File: src/rtl/cnt_pkg.sv
// Shared definitions for the counter primitives and the shared-timer arbiter.
// Latency: n/a (types, constants and helpers only).
// Backpressure: n/a.
package cnt_pkg;

    // Arbiter/timer state encoding
    typedef enum logic [1:0] {
        ST_IDLE = 2'd0,
        ST_RUN  = 2'd1,
        ST_DONE = 2'd2
    } state_t;

    // Counter direction selects used by the counter primitives
    localparam logic CNT_UP   = 1'b0;
    localparam logic CNT_DOWN = 1'b1;

    // Width of an index into n requesters (at least one bit)
    function automatic int idx_w(input int n);
        return (n > 1) ? $clog2(n) : 1;
    endfunction

endpackage

File: src/rtl/timer_arb_rr_pick.sv
// Round-robin winner select: first set req bit after index 'last', wrapping.
// Latency: combinational.
// Backpressure: none; valid is low when no request is pending.
module rr_pick
    import cnt_pkg::*;
#(
    parameter int nreq = 4,
    localparam int IW  = idx_w(nreq)
) (
    input  logic [nreq-1:0] req,
    input  logic [IW-1:0]   last,
    output logic            valid,
    output logic [IW-1:0]   winner
);

    logic [IW-1:0] pos;

    // Scan from the farthest offset down so the nearest set bit after 'last' wins
    always_comb begin
        valid  = 1'b0;
        winner = '0;
        pos    = '0;
        for (int k = nreq; k >= 1; k--) begin
            pos = IW'((int'(last) + k) % nreq);
            if (req[pos]) begin
                valid  = 1'b1;
                winner = pos;
            end
        end
    end

endmodule

File: src/rtl/timer_arb.sv
// One down-counting delay timer shared round-robin among nreq requesters.
// Latency: grant one edge after request seen in IDLE; gnt lasts top+1 cycles, done pulses right after.
// Backpressure: requests are level-held; losers wait, dropping the owner's req aborts without done.
module timer_arb
    import cnt_pkg::*;
#(
    parameter int width = 8,
    parameter int nreq  = 4
) (
    input  logic                  clk,
    input  logic                  rst,
    input  logic [nreq-1:0]       req,
    input  logic [nreq*width-1:0] top,
    output logic [nreq-1:0]       gnt,
    output logic [nreq-1:0]       done,
    output logic                  busy,
    output logic [width-1:0]      cnt
);

    localparam int            IW       = idx_w(nreq);
    localparam logic [IW-1:0] LAST_RST = IW'(nreq - 1);

    state_t           state_q;
    logic [nreq-1:0]  gnt_q;
    logic [nreq-1:0]  done_q;
    logic [width-1:0] cnt_q;
    logic [IW-1:0]    last_q;
    logic [IW-1:0]    owner_q;

    logic             pick_vld;
    logic [IW-1:0]    pick_win;
    logic [width-1:0] top_win;

    function automatic logic [nreq-1:0] onehot(input logic [IW-1:0] idx);
        logic [nreq-1:0] v;
        v      = '0;
        v[idx] = 1'b1;
        return v;
    endfunction

    rr_pick #(
        .nreq   (nreq)
    ) u_pick (
        .req    (req),
        .last   (last_q),
        .valid  (pick_vld),
        .winner (pick_win)
    );

    // Mux out the winner's delay so it can be captured at the grant edge
    always_comb begin
        top_win = '0;
        for (int i = 0; i < nreq; i++) begin
            if (pick_win == IW'(i)) begin
                top_win = top[i*width +: width];
            end
        end
    end

    // Arbitration FSM, counter and registered grant/done outputs
    always_ff @(posedge clk or posedge rst) begin
        if (rst) begin
            state_q <= ST_IDLE;
            gnt_q   <= '0;
            done_q  <= '0;
            cnt_q   <= '0;
            last_q  <= LAST_RST;
            owner_q <= '0;
        end else begin
            case (state_q)
                ST_IDLE: begin
                    done_q <= '0;
                    if (pick_vld) begin
                        gnt_q   <= onehot(pick_win);
                        cnt_q   <= top_win;
                        last_q  <= pick_win;
                        owner_q <= pick_win;
                        state_q <= ST_RUN;
                    end
                end
                ST_RUN: begin
                    // Abort outranks expiry: a dropped request never sees done
                    if (!req[owner_q]) begin
                        gnt_q   <= '0;
                        cnt_q   <= '0;
                        state_q <= ST_IDLE;
                    end else if (cnt_q == '0) begin
                        gnt_q   <= '0;
                        done_q  <= onehot(owner_q);
                        state_q <= ST_DONE;
                    end else begin
                        cnt_q <= cnt_q - 1'b1;
                    end
                end
                ST_DONE: begin
                    // Bubble cycle lets the requester drop req before re-arbitration
                    done_q  <= '0;
                    state_q <= ST_IDLE;
                end
                default: begin
                    gnt_q   <= '0;
                    done_q  <= '0;
                    cnt_q   <= '0;
                    state_q <= ST_IDLE;
                end
            endcase
        end
    end

    assign gnt  = gnt_q;
    assign done = done_q;
    assign cnt  = cnt_q;
    assign busy = (state_q != ST_IDLE);

endmodule

File: config.mk
export PLATFORM = sky130hd
export DESIGN_NAME = timer_arb
export DESIGN_NICKNAME = d
export VERILOG_FILES = /design/src/rtl/cnt_pkg.sv /design/src/rtl/timer_arb_rr_pick.sv /design/src/rtl/timer_arb.sv
export SDC_FILE = /design/constraint.sdc
export NUM_CORES = 1
export LEC_CHECK = 0
export CAP_MARGIN = 10
export CORE_AREA = 2 2 61 63
export CTS_BUF_LIST = sky130_fd_sc_hd__clkbuf_8
export DETAILED_ROUTE_END_ITERATION = 8
export DIE_AREA = 0 0 63 65
export MAX_ROUTING_LAYER = met4
export PLACE_DENSITY = 0.81
export SETUP_SLACK_MARGIN = 0.3
export SYNTH_ARGS = -nofsm -noshare
export SYNTH_HDL_FRONTEND = slang
export SYNTH_HIERARCHICAL = 1
export SYNTH_SLANG_ARGS = --single-unit
File: constraint.sdc
create_clock -name clk -period 3.35 [get_ports clk]
set_clock_uncertainty 0.2 [all_clocks]
set_input_delay 0.8375 -clock clk [delete_from_list [all_inputs] [get_ports clk]]
set_output_delay 0.8375 -clock clk [all_outputs]
set_load 0.05 [all_outputs]
==> impl_metrics.tcl, run 1 <==
set metrics [dict create \
    finalWirelength_um 4110 \
    initialDrtViolationCount 62 \
    avgViaCountPerCell 5.72 \
    ir_worst_vdd_uv 514 \
    grt_max_degree 23 \
    finalCritPeriodShare 0.837 \
    hold_viol 0 \
    initial_core_util 0.431 \
    gp_congestion 0.832 \
    synth_seq_cells 22 \
    drc_errors 0 \
    dp_hpwl_um 2980 \
    relSlewSlack 0.430 \
    holdWs_ps 289 \
    drive_gt1_frac 0.124 \
    grt_usage 0.214 \
    synthFlopType "dfrtp_1" \
    grt_pass1_vias 1380 \
    setup_tns_ps 0 \
    post-route-util 0.631 \
    synthCells 150 \
    syn_nets 190 \
    syn_area_per_cell_um2 10.0 \
    grt_pass1_wl_um 6710 \
    rsz0062_at_grt "false" \
    die_h_um 65 \
    clkSlewWorstSetupHoldPaths_ps 80 \
    dpl_cell_area_um2 2110 \
    r2r_cells 8 \
    tightest_slew_ps 854 \
    clock.fmax_mhz 357 \
    row_count 22 \
    cts_root_buffer "clkbuf_8" \
    finalInstanceArea_um2 2200 \
    cts_max_level 1 \
    hold_class "register to register" \
    die_w_um 63 \
    cp_max_fo 5 \
    fin_nets 250 \
    startpoint_type "primary input" \
    synth_edf_count 0 \
    max_cap_viol_count 0 \
    ant_nets 0 \
    p_leak_nw 0.914 \
    areaGrowthSynthToFinish_pct 46.5 \
    dieArea_um2 4100 \
    final_cell_mix "50 x clkdlybuf4s50_1, 20 x dfrtp_1, 14 x inv_1" \
    numCtsBuffers 3 \
    io_pins 55 \
    postCtsHoldBufs 0 \
    p_per_area_nw_per_um2 912 \
    wl_per_cell_um 16.0 \
    grt_antenna_before_repair 0 \
    criticalPathCategory "primary input to register" \
    final.min_clock_period_ps 2800 \
    ys_warn_count 6 \
    numPortBuffers 54 \
    yosys.cell_types.count 40 \
    final_common_cell "clkdlybuf4s50_1" \
    vias 1471 \
    cts_sinks 22 \
    n_antenna_cell 0 \
    synth.cell_area_um2 1510 \
    endpoint_kind "register" \
    maxSlewViolCount 0 \
    drt_first_pass_iters 4 \
    async_flop_share 1.00 \
    whs_path_depth 2 \
    pre_cts_ws_ps 60.3 \
    fin_ws_ps 546 \
    outcome "complete, no violations" \
    cts_buffer_depth 2 \
    grt_overflow_total 0 \
    coreArea_um2 3500 \
    worstPathArrival_ps 2740 \
    finalSetupViolations 0 \
    clk_latency_ps 270 \
    cts_tree "done" \
    critPathRequiredTime_ps 3280 \
    ys_seq_area_frac 0.367 \
]
[metrics by stage]
stage          power, mW  cells
4_1_cts             1.99    256
3_5_place_dp        1.73    252
5_1_grt             2.13    257
2_1_floorplan       1.37    150
6_report            2.01    257
3_3_place_gp        1.72    252
[final timing paths]
path                       slack [ps]                   from               endpoint
max in group asynchronous        1580                    rst    done[2]$_DFFE_PP0P_
hold / removal                    290  last_q[0]$_DFFE_PP1P_  last_q[0]$_DFFE_PP1P_
hold reg to reg                   290  last_q[0]$_DFFE_PP1P_  last_q[0]$_DFFE_PP1P_
setup reg to reg                  880  last_q[1]$_DFFE_PP1P_     cnt[0]$_DFFE_PP0P_
min in group asynchronous         840                    rst     gnt[2]$_DFFE_PP0P_
setup / recovery                  550                 req[0]     cnt[0]$_DFFE_PP0P_
[sequential cells by signal (all words and copies together) (netlist names)]
| signal | flops |
|---|---|
| gnt | 4 |
| owner_q | 2 |
| state_q | 2 |
| done | 4 |
| last_q | 2 |
| cnt | 8 |
[cells by family (layout without fill, tap and decap cells)]
kind of cell               after synthesis  after routing  synth area share
AOI/OAI and AO/OA                       47             47             0.214
adders and majority gates                2              2            0.0166
buffers and inverters                   18             77            0.0507
DFF                                     22             22             0.367
muxes                                   12             12             0.155
and+or+nand+nor                         49             49             0.196
[power breakdown]
group,internal (mW),leakage [nW],switching (mW),total (mW)
registers,0.377,0.281,0.156,0.532
clock network,0.160,0.0357,0.0926,0.252
logic,0.507,0.598,0.719,1.23
total,1.04,0.914,0.967,2.01
[critical path: stages]
cell and delay, ps:
clkdlybuf4s50_1 520, o221ai_2 300, buf_4 170, mux4_2 470, and2_1 160, a31oi_1 160, o22ai_1 110
[cells in the mapped netlist (2+ instances only)]
cell type | instances | area [um^2]
dfrtp_1 | 20 | 500
inv_1 | 14 | 52.6
nand2_1 | 13 | 48.8
a21oi_1 | 11 | 55.1
nor2_1 | 11 | 41.3
mux4_2 | 9 | 203
o21ai_0 | 7 | 35.0
o22ai_1 | 6 | 37.5
nand2b_1 | 4 | 25.0
nand3b_1 | 4 | 30.0
o2bb2ai_1 | 4 | 35.0
a21o_1 | 3 | 22.5
a32oi_1 | 3 | 26.3
and2_1 | 3 | 18.8
mux2i_1 | 3 | 30.0
nand3_1 | 3 | 15.0
a2111oi_0 | 2 | 17.5
a22oi_1 | 2 | 15.0
a31oi_1 | 2 | 12.5
and3_1 | 2 | 12.5
and4_1 | 2 | 17.5
clkbuf_1 | 2 | 7.51
dfstp_2 | 2 | 52.6
ha_1 | 2 | 25.0
[cell type report]
| cell class | count | area [um^2] |
|---|---|---|
| fillers | 274 | 1290 |
| multi-input cells | 110 | 876 |
| repair buffers | 59 | 592 |
| flip-flops and latches | 22 | 553 |
| well taps | 48 | 60.1 |
| inverters | 14 | 52.6 |
| clock buffers | 3 | 41.3 |
| clock inverters | 1 | 30.0 |
[timing repair]
item,4_1_cts,5_1_grt
setup endpoints to repair,0,9
setup buffers,0,1
gates resized for setup,0,5
[layer usage]
metal | GRT usage | part of all wire
met5 | - | 0
met4 | 0.0833 | 0.015
met3 | 0.0278 | 0.062
met2 | 0.335 | 0.48
met1 | 0.286 | 0.44
Power figures use the tool's default switching activity.
==> inputs of run 2 (changes only) <==
==> constraint.sdc (replaced) <==
create_clock -name clk -period 2.59 [get_ports clk]
set_clock_uncertainty 0.2 [all_clocks]
set_input_delay 0.6475 -clock clk [delete_from_list [all_inputs] [get_ports clk]]
set_output_delay 0.6475 -clock clk [all_outputs]
set_load 0.05 [all_outputs]
==> run 2 against run 1 <==
Design area rose by 5.3%. Combinational power rose by 37%. First-iteration DRC count rose by 60%. Sequential share of layout area fell by 1.3 points. Non-clock buffer count rose by 12. Hold slack improved by 1.4 ps. Via count rose by 5.2%. Die area did not move. Highest routed layer unchanged.
==> impl_metrics.tcl, run 2 (same netlist as run 1, synthesis figures left out) <==
set metrics [dict create \
    drive_gt1_frac 0.208 \
    p_leak_nw 1.10 \
    postCtsHoldBufs 0 \
    io_pins 55 \
    largest_register_ffs 8 \
    finalInstanceArea_um2 2320 \
    min_from "last_q[0]$_DFFE_PP1P_" \
    hold_viol 0 \
    finalWirelength_um 4380 \
    crit_cells 8 \
    cts_buffer_depth 2 \
    cp_max_fo 6 \
    hold_class "register to register" \
    cp_top_family "compound AO/OA/AOI/OAI gates" \
    initialDrtViolationCount 99 \
    max_cap_viol_count 0 \
    tightest_slew_ps 511 \
    p_per_area_nw_per_um2 1160 \
    row_count 22 \
    r2r_cells 7 \
    grt_overflow_total 0 \
    criticalPathCategory "primary input to register" \
    crit_start "req[2]" \
    clock.fmax_mhz 435 \
    die_w_um 63 \
    final_cell_mix "34 x clkdlybuf4s50_1, 20 x dfrtp_1, 16 x buf_4" \
    dieArea_um2 4100 \
    grt_antenna_before_repair 0 \
    dpl_cell_area_um2 2200 \
    areaGrowthSynthToFinish_pct 54.3 \
    clk_latency_ps 270 \
    ant_nets 0 \
    grt_max_degree 23 \
    drc_errors 0 \
    crit_chain "buf_6, and2b_1, a21oi_2, o221ai_2, buf_6, mux4_2, a22oi_2, o2bb2ai_1" \
    rsz0062_at_grt "true" \
    vias 1548 \
    cts_sinks 22 \
    cts_tree "done" \
    coreArea_um2 3500 \
    grt_pass1_vias 1526 \
    n_antenna_cell 0 \
    dp_hpwl_um 3210 \
    clkSlewWorstSetupHoldPaths_ps 90 \
    worst-path-buf-inv 2 \
    r2r-end "cnt[6]$_DFFE_PP0P_" \
    final.min_clock_period_ps 2300 \
    avgViaCountPerCell 5.75 \
    drt_first_pass_iters 4 \
    critPathMaxStageDelay_ps 540 \
    startpoint_type "primary input" \
    critPathRequiredTime_ps 2550 \
    grt_pass1_wl_um 7130 \
    gp_congestion 0.878 \
    maxSlewViolCount 0 \
    power_mw 2.69 \
    endpoint_kind "register" \
    numPortBuffers 54 \
    initial_core_util 0.431 \
    crit_end "cnt[6]$_DFFE_PP0P_" \
    numCtsBuffers 3 \
    slowest_stage "mux4_2" \
    outcome "complete, no violations" \
    cts_root_buffer "clkbuf_8" \
    finalCritPeriodShare 0.888 \
    finalSetupViolations 0 \
    relSlewSlack 0.659 \
    grt_usage 0.230 \
    cpMostUsedCell "buf_6" \
    holdWs_ps 290 \
    r2r-start "last_q[1]$_DFFE_PP1P_" \
    setup_tns_ps 0 \
    fin_nets 262 \
    die_h_um 65 \
    cts_max_level 1 \
    ir_worst_vdd_uv 772 \
    worstPathArrival_ps 2260 \
    post-route-util 0.664 \
    rrSetupSlack_ps 300 \
    wl_per_cell_um 16.3 \
    final_common_cell "clkdlybuf4s50_1" \
]
## run 2: how the worst min path moves through the flow
stage                                  to  slack, ps  depth (start not counted)
floorplan           last_q[0]$_DFFE_PP1P_        260                          2
global placement    last_q[0]$_DFFE_PP1P_        270                          2
detailed placement  last_q[0]$_DFFE_PP1P_        280                          2
CTS                 last_q[0]$_DFFE_PP1P_        300                          2
global route        last_q[0]$_DFFE_PP1P_        330                          2
finish              last_q[0]$_DFFE_PP1P_        290                          2
## run 2: repair_timing
action,CTS,global route
hold endpoints to repair,0,0
endpoints found under the setup margin,21,15
pin swaps,4,8
resized for setup,23,10
setup buffers,2,0
## run 2: worst register-to-register path, delay by kind of cell (launching register included)
kind | cells | cell delay, ps
flops | 1 | 560
compound gates | 4 | 560
mux | 1 | 550
buf+inv | 1 | 190
simple gates | 1 | 130
## run 2: final cells by class
cell class | count | area, um^2
multi-input cells | 110 | 902
inverters | 14 | 52.6
repair buffers | 71 | 683
well taps | 48 | 60.1
flip-flops and latches | 22 | 553
fillers | 289 | 1170
clock buffers | 3 | 41.3
clock inverters | 1 | 30.0
## run 2: per-layer routing
layer / vias to the layer above / global-route usage / part of all wire
met2: 72 / 0.362 / 0.49
met3: 17 / 0.0365 / 0.064
met1: 751 / 0.287 / 0.42
li1: 708 / - / -
met5: - / - / 0
met4: 0 / 0.119 / 0.033
## run 2: power by group
group | total [mW] | switching (mW) | leakage [nW] | internal [mW]
clock | 0.324 | 0.117 | 0.0357 | 0.206
combinational | 1.69 | 0.988 | 0.782 | 0.702
sequential | 0.680 | 0.192 | 0.281 | 0.487
total | 2.69 | 1.30 | 1.10 | 1.40
## run 2: per-stage QoR
step / cells / setup WS (ps)
after floorplan: 150 / 168
after global placement: 263 / -420
after detailed placement: 263 / -458
after CTS: 269 / 269
after global routing: 269 / 223
final: 269 / 290
==> inputs of run 3 (changes only) <==
--- a/config.mk
+++ b/config.mk
@@ -6,12 +6,14 @@
 export NUM_CORES = 1
 export LEC_CHECK = 0
 export CAP_MARGIN = 10
-export CORE_AREA = 2 2 61 63
+export CELL_PAD_IN_SITES_DETAIL_PLACEMENT = 0
+export CELL_PAD_IN_SITES_GLOBAL_PLACEMENT = 2
+export CORE_AREA = 2 2 78 80
 export CTS_BUF_LIST = sky130_fd_sc_hd__clkbuf_8
 export DETAILED_ROUTE_END_ITERATION = 8
-export DIE_AREA = 0 0 63 65
+export DIE_AREA = 0 0 80 82
 export MAX_ROUTING_LAYER = met4
-export PLACE_DENSITY = 0.81
+export PLACE_DENSITY = 0.82
 export SETUP_SLACK_MARGIN = 0.3
 export SYNTH_ARGS = -nofsm -noshare
 export SYNTH_HDL_FRONTEND = slang
==> run 3 against run 2 <==
Global-route usage decreased by 7.5 points. Via count down 2.4%. Sequential share of layout area fell by 1.2 points. Non-clock buffer count up 5. Fmax shrank 0.44%. Utilization shrank 24 points. Clock power up 3%. Critical path depth down 1. Largest power group unchanged. Highest routed layer unchanged.
==> impl_metrics.tcl, run 3 (same netlist as run 1, synthesis figures left out) <==
set metrics [dict create \
    die_h_um 82 \
    crit_chain "nand2b_4, a21oi_4, o221ai_4, mux4_2, and2_1, a31oi_1, o22ai_1" \
    ant_nets 0 \
    clkSlewWorstSetupHoldPaths_ps 90 \
    grt_pass1_wl_um 7630 \
    p_switching_mw 1.33 \
    post-route-util 0.426 \
    worstPathArrival_ps 2260 \
    whs_path_depth 2 \
    vias 1511 \
    critPathRequiredTime_ps 2540 \
    numPortBuffers 54 \
    initial_core_util 0.262 \
    grt_max_degree 23 \
    finalWirelength_um 4640 \
    maxSlewViolCount 0 \
    hold_class "register to register" \
    drive_gt1_frac 0.243 \
    cts_tree "done" \
    finalInstanceArea_um2 2450 \
    cp_max_fo 4 \
    gp_congestion 0.855 \
    grt_overflow_total 0 \
    r2r_cells 7 \
    switching_share 0.472 \
    p_leak_nw 1.13 \
    criticalPathCategory "register to register" \
    rrSetupSlack_ps 280 \
    cts_root_buffer "clkbuf_8" \
    rsz0062_at_grt "true" \
    ir_worst_vdd_uv 627 \
    coreArea_um2 5750 \
    p_int_mw 1.48 \
    drc_errors 0 \
    hold_viol 0 \
    slowest_stage "dfstp_2" \
    numCtsBuffers 3 \
    critPathMaxStageDelay_ps 570 \
    tightest_slew_ps 503 \
    seq_power_share 0.243 \
    avgViaCountPerCell 5.02 \
    dpl_cell_area_um2 2260 \
    fin_nets 267 \
    combPwrFrac 0.639 \
    cts_buffer_depth 2 \
    startpoint_type "register" \
    finalSetupViolations 0 \
    min_from "last_q[0]$_DFFE_PP1P_" \
    n_antenna_cell 0 \
    areaGrowthSynthToFinish_pct 62.8 \
    clock.fmax_mhz 433 \
    endpoint_kind "register" \
    die_w_um 80 \
    dp_hpwl_um 3560 \
    row_count 28 \
    largest_register_ffs 8 \
    cts_sinks 22 \
    p_per_area_nw_per_um2 1150 \
    final_cell_mix "33 x clkdlybuf4s50_1, 20 x dfrtp_1, 20 x buf_4" \
    grt_usage 0.154 \
    dieArea_um2 6560 \
    r2r-end "cnt[0]$_DFFE_PP0P_" \
    finalCritPeriodShare 0.892 \
    hold_end "last_q[0]$_DFFE_PP1P_" \
    r2r-start "last_q[1]$_DFFE_PP1P_" \
    place_inst 292 \
    outcome "complete, no violations" \
    grt_pass1_vias 1499 \
    wl_per_cell_um 15.4 \
    drt_first_pass_iters 4 \
    io_pins 55 \
    cts_max_level 1 \
    final_common_cell "clkdlybuf4s50_1" \
    clk_latency_ps 270 \
    grt_antenna_before_repair 0 \
    power_frac_clock 0.118 \
    max_cap_viol_count 0 \
    final.min_clock_period_ps 2310 \
    fin_cells 301 \
    initialDrtViolationCount 72 \
    relSlewSlack 0.664 \
]
## run 3: cell types whose count changed in the layout (fill, tap and decap cells not counted), sizes merged
cell / delta
buf: +6
dlymetal6s2s: -1
clkdlybuf4s15: +1
clkdlybuf4s50: -1
## run 3: power by group through the flow
stage          sequential (mW)  combinational (mW)  clock [mW]
4_1_cts                  0.684                1.77       0.332
5_1_grt                  0.708                1.93       0.355
3_5_place_dp             0.692                1.68           0
3_3_place_gp             0.699                1.68           0
2_1_floorplan            0.920               0.859           0
6_report                 0.682                1.79       0.333
## run 3: layer usage
metal	vias up	GRT usage	routed length, um
met5	-	-	0
met4	0	0.0407	63
met3	7	0.0253	311
met2	65	0.227	2100
met1	720	0.221	2170
li1	719	-	-
## run 3: worst max-delay path by stage
stage / start / to / slack, ps / cells after the start
after floorplan: req[2] / cnt[1]$_DFFE_PP0P_ / 170 / 7
after global placement: req[2] / cnt[6]$_DFFE_PP0P_ / -370 / 8
after detailed placement: req[2] / cnt[4]$_DFFE_PP0P_ / -450 / 8
after CTS: last_q[1]$_DFFE_PP1P_ / cnt[0]$_DFFE_PP0P_ / 270 / 7
after global routing: last_q[1]$_DFFE_PP1P_ / cnt[0]$_DFFE_PP0P_ / 180 / 7
final: last_q[1]$_DFFE_PP1P_ / cnt[0]$_DFFE_PP0P_ / 280 / 7
## run 3: stage by stage
stage	hold WS (ps)	power [mW]	TNS [ps]	worst slack, ps
2_1_floorplan	260	1.78	0	168
3_3_place_gp	276	2.38	-2850	-372
3_5_place_dp	290	2.37	-3360	-446
4_1_cts	312	2.78	0	269
5_1_grt	328	2.99	0	176
6_report	306	2.81	0	280
## run 3: final cells by class
type | count | area, um^2
well taps | 75 | 93.8
clock buffers | 3 | 41.3
inverters | 14 | 52.6
multi-input cells | 110 | 930
repair buffers | 76 | 749
clock inverters | 1 | 30.0
fillers | 572 | 3300
flip-flops and latches | 22 | 553
## run 3: critical path: cells and delay by family, from the launching register on
kind | cells | cell delay, ps
flops | 1 | 570
simple gates | 2 | 310
mux | 1 | 530
compound gates | 4 | 570
## run 3: what timing repair did
action	4_1_cts	5_1_grt
hold buffers	0	0
endpoints found under the setup margin	19	14
gates resized for setup	32	8
setup buffers	2	2
hold endpoints to repair	0	0
pin swaps	5	5
cloned	1	0
==> variant (flow settings as in run 2) <==
Register the output `cnt` once more, without a reset; this adds one clock of latency there. The other outputs are not delayed to match.
--- a/src/rtl/timer_arb.sv
+++ b/src/rtl/timer_arb.sv
@@ -110,5 +110,7 @@
     assign gnt  = gnt_q;
     assign done = done_q;
-    assign cnt  = cnt_q;
+    always_ff @(posedge clk) begin
+        cnt <= cnt_q;
+    end
     assign busy = (state_q != ST_IDLE);
 
Behaviour: not the same (a bounded check fails within 4 cycles, from zero or initial values and one cycle with rst high).
==> variant against run 2 <==
Via count decreased by 0.39%; count of clock-buffer cells in the layout increased by 3; total power increased by 14%; synthesized area increased by 9.6%; highest routed layer unchanged; wire length decreased by 0.37%; critical path depth increased by 2; critical endpoint is now cnt_q[4]$_DFFE_PP0P_; final area increased by 8.6%; first-iteration DRC count decreased by 39%; combinational power increased by 9%; fmax decreased by 2.2%; sequential cell count increased by 8; setup slack got worse by 0.053 ns.
==> variant: results (changes against run 2) <==
| Metric | Value |
|---|---|
| Tot GR Track Use | 23.1% (+0.14 points) |
| Layout cells sized above 1 | 24.1% (+3.3 points) |
| Status | finished, final reports clean |
| Drt total wl | 4370 µm (-0.37%) |
| WHS | 0.236 ns (-0.0541 ns) |
| Final GP Congestion | 0.812 (-7.5%) |
| Hold path depth | 0 (-2) |
| Count of plain and timing-repair buffers | 74 (+4.2%) |
| Synthesis-stage register bit count | 30 (+36%) |
| Psw | 0.00137 W (+5.6%) |
| Seq Cell Count | 30 (+36%) |
| Synth area leaders | dfrtp_1 30%, mux4_2 12%, dfxtp_1 9.7% |
| Data arrival, critical path | 2.33 ns (+0.07 ns) |
| Async S/R FF share, synth | 73.3% (-27 points) |
| P_leak | 1.20 nW (+8.8%) |
| Min-delay src | cnt_q[6]$_DFFE_PP0P_ |
| Register share of the cell area | 28.3% (+4.5 points) |
| CTS buffer count | 5 (+2) |
| NonClk Buf Share | 28.4% (-0.98 points) |
| 1st-iter DRT viols | 60 (-39%) |
| Most frequent cells after synthesis | 23 x nand2_1, 20 x dfrtp_1, 11 x o21ai_0, 9 x inv_1, 9 x mux4_2 |
| Global-route wire length before repair | 7050 µm (-1.2%) |
| R2R Path End | cnt_q[4]$_DFFE_PP0P_ |
| Worst vdd ir | 0.674 mV (-13%) |
| Reg clk slew, reported paths | 0.07 ns (-0.02 ns) |
| Vias per cell | 5.51 (-4.3%) |
| R2R cell count | 8 (+1) |
==> variant: cell types whose count changed after synthesis, moves of 4 or more <==
cell            run 2  this run
nand2_1            13        23
dfxtp_1             0         8
a22o_1              0         6
o22ai_1             6         0
a21oi_1            11         6
inv_1              14         9
nor2_1             11         6
o21ai_0             7        11
==> variant: power by group through the flow <==
stage,clock (W),combinational (W),sequential (W)
6_report,0.000379,0.00184,0.000853
3_3_place_gp,0,0.00168,0.000842
3_5_place_dp,0,0.00174,0.000854
2_1_floorplan,0,0.000932,0.00110
5_1_grt,0.000405,0.00196,0.000880
4_1_cts,0.000386,0.00181,0.000841
==> variant: logic make-up after synthesis <==
group,share of synthesized area (%)
AO/OA/AOI/OAI,19.3
AND/OR/NAND/NOR,17.7
flip-flops,43.2
adder cells (fa/ha/maj),1.52
buffers and inverters,4.10
multiplexers,14.2
==> variant: repair_timing <==
action,4_1_cts,5_1_grt
pin swaps,7,1
setup buffers,3,0
resized for setup,19,11
setup endpoints to repair,15,14
cloned,1,0
hold buffers,0,0
==> variant: how the worst max path moves through the flow <==
| stage | cells past startpoint | end | slack (ns) | startpoint |
|---|---|---|---|---|
| 6_report | 10 | cnt_q[4]$_DFFE_PP0P_ | 0.24 | req[1] |
| 5_1_grt | 8 | cnt_q[5]$_DFFE_PP0P_ | 0.18 | req[1] |
| 4_1_cts | 8 | cnt_q[1]$_DFFE_PP0P_ | 0.13 | last_q[1]$_DFFE_PP1P_ |
| 3_5_place_dp | 9 | cnt_q[2]$_DFFE_PP0P_ | -0.42 | req[2] |
| 3_3_place_gp | 9 | cnt_q[4]$_DFFE_PP0P_ | -0.30 | req[2] |
| 2_1_floorplan | 8 | cnt_q[2]$_DFFE_PP0P_ | 0.11 | req[2] |
==> variant: layer usage <==
layer / up-vias / global-route usage (%) / share of wire (%)
met4: 0 / 12.2 / 1.7
met2: 76 / 37.8 / 49
met5: - / - / 0
met1: 732 / 26.3 / 42
met3: 10 / 5.90 / 6.6
li1: 724 / - / -
==> variant: stage by stage <==
step | std cells | utilization, % | power [W] | setup WS (ns) | TNS, ns
floorplan | 156 | - | 0.00203 | 0.111 | 0
finish | 280 | 72.1 | 0.00307 | 0.237 | 0
detailed placement | 268 | 67.1 | 0.00260 | -0.424 | -3.13
CTS | 280 | 71.3 | 0.00304 | 0.126 | 0
global placement | 268 | 67.1 | 0.00253 | -0.300 | -2.29
global route | 280 | 72.1 | 0.00324 | 0.176 | 0
==> variant: worst register-to-register path, stage by stage, from the launching register on <==
cell and delay, ns:
dfstp_2 0.56, nand2b_4 0.13, a21oi_2 0.06, o221ai_4 0.23, buf_12 0.16, mux4_2 0.52, nand2_1 0.09, o31ai_1 0.06
a22o_1 0.22
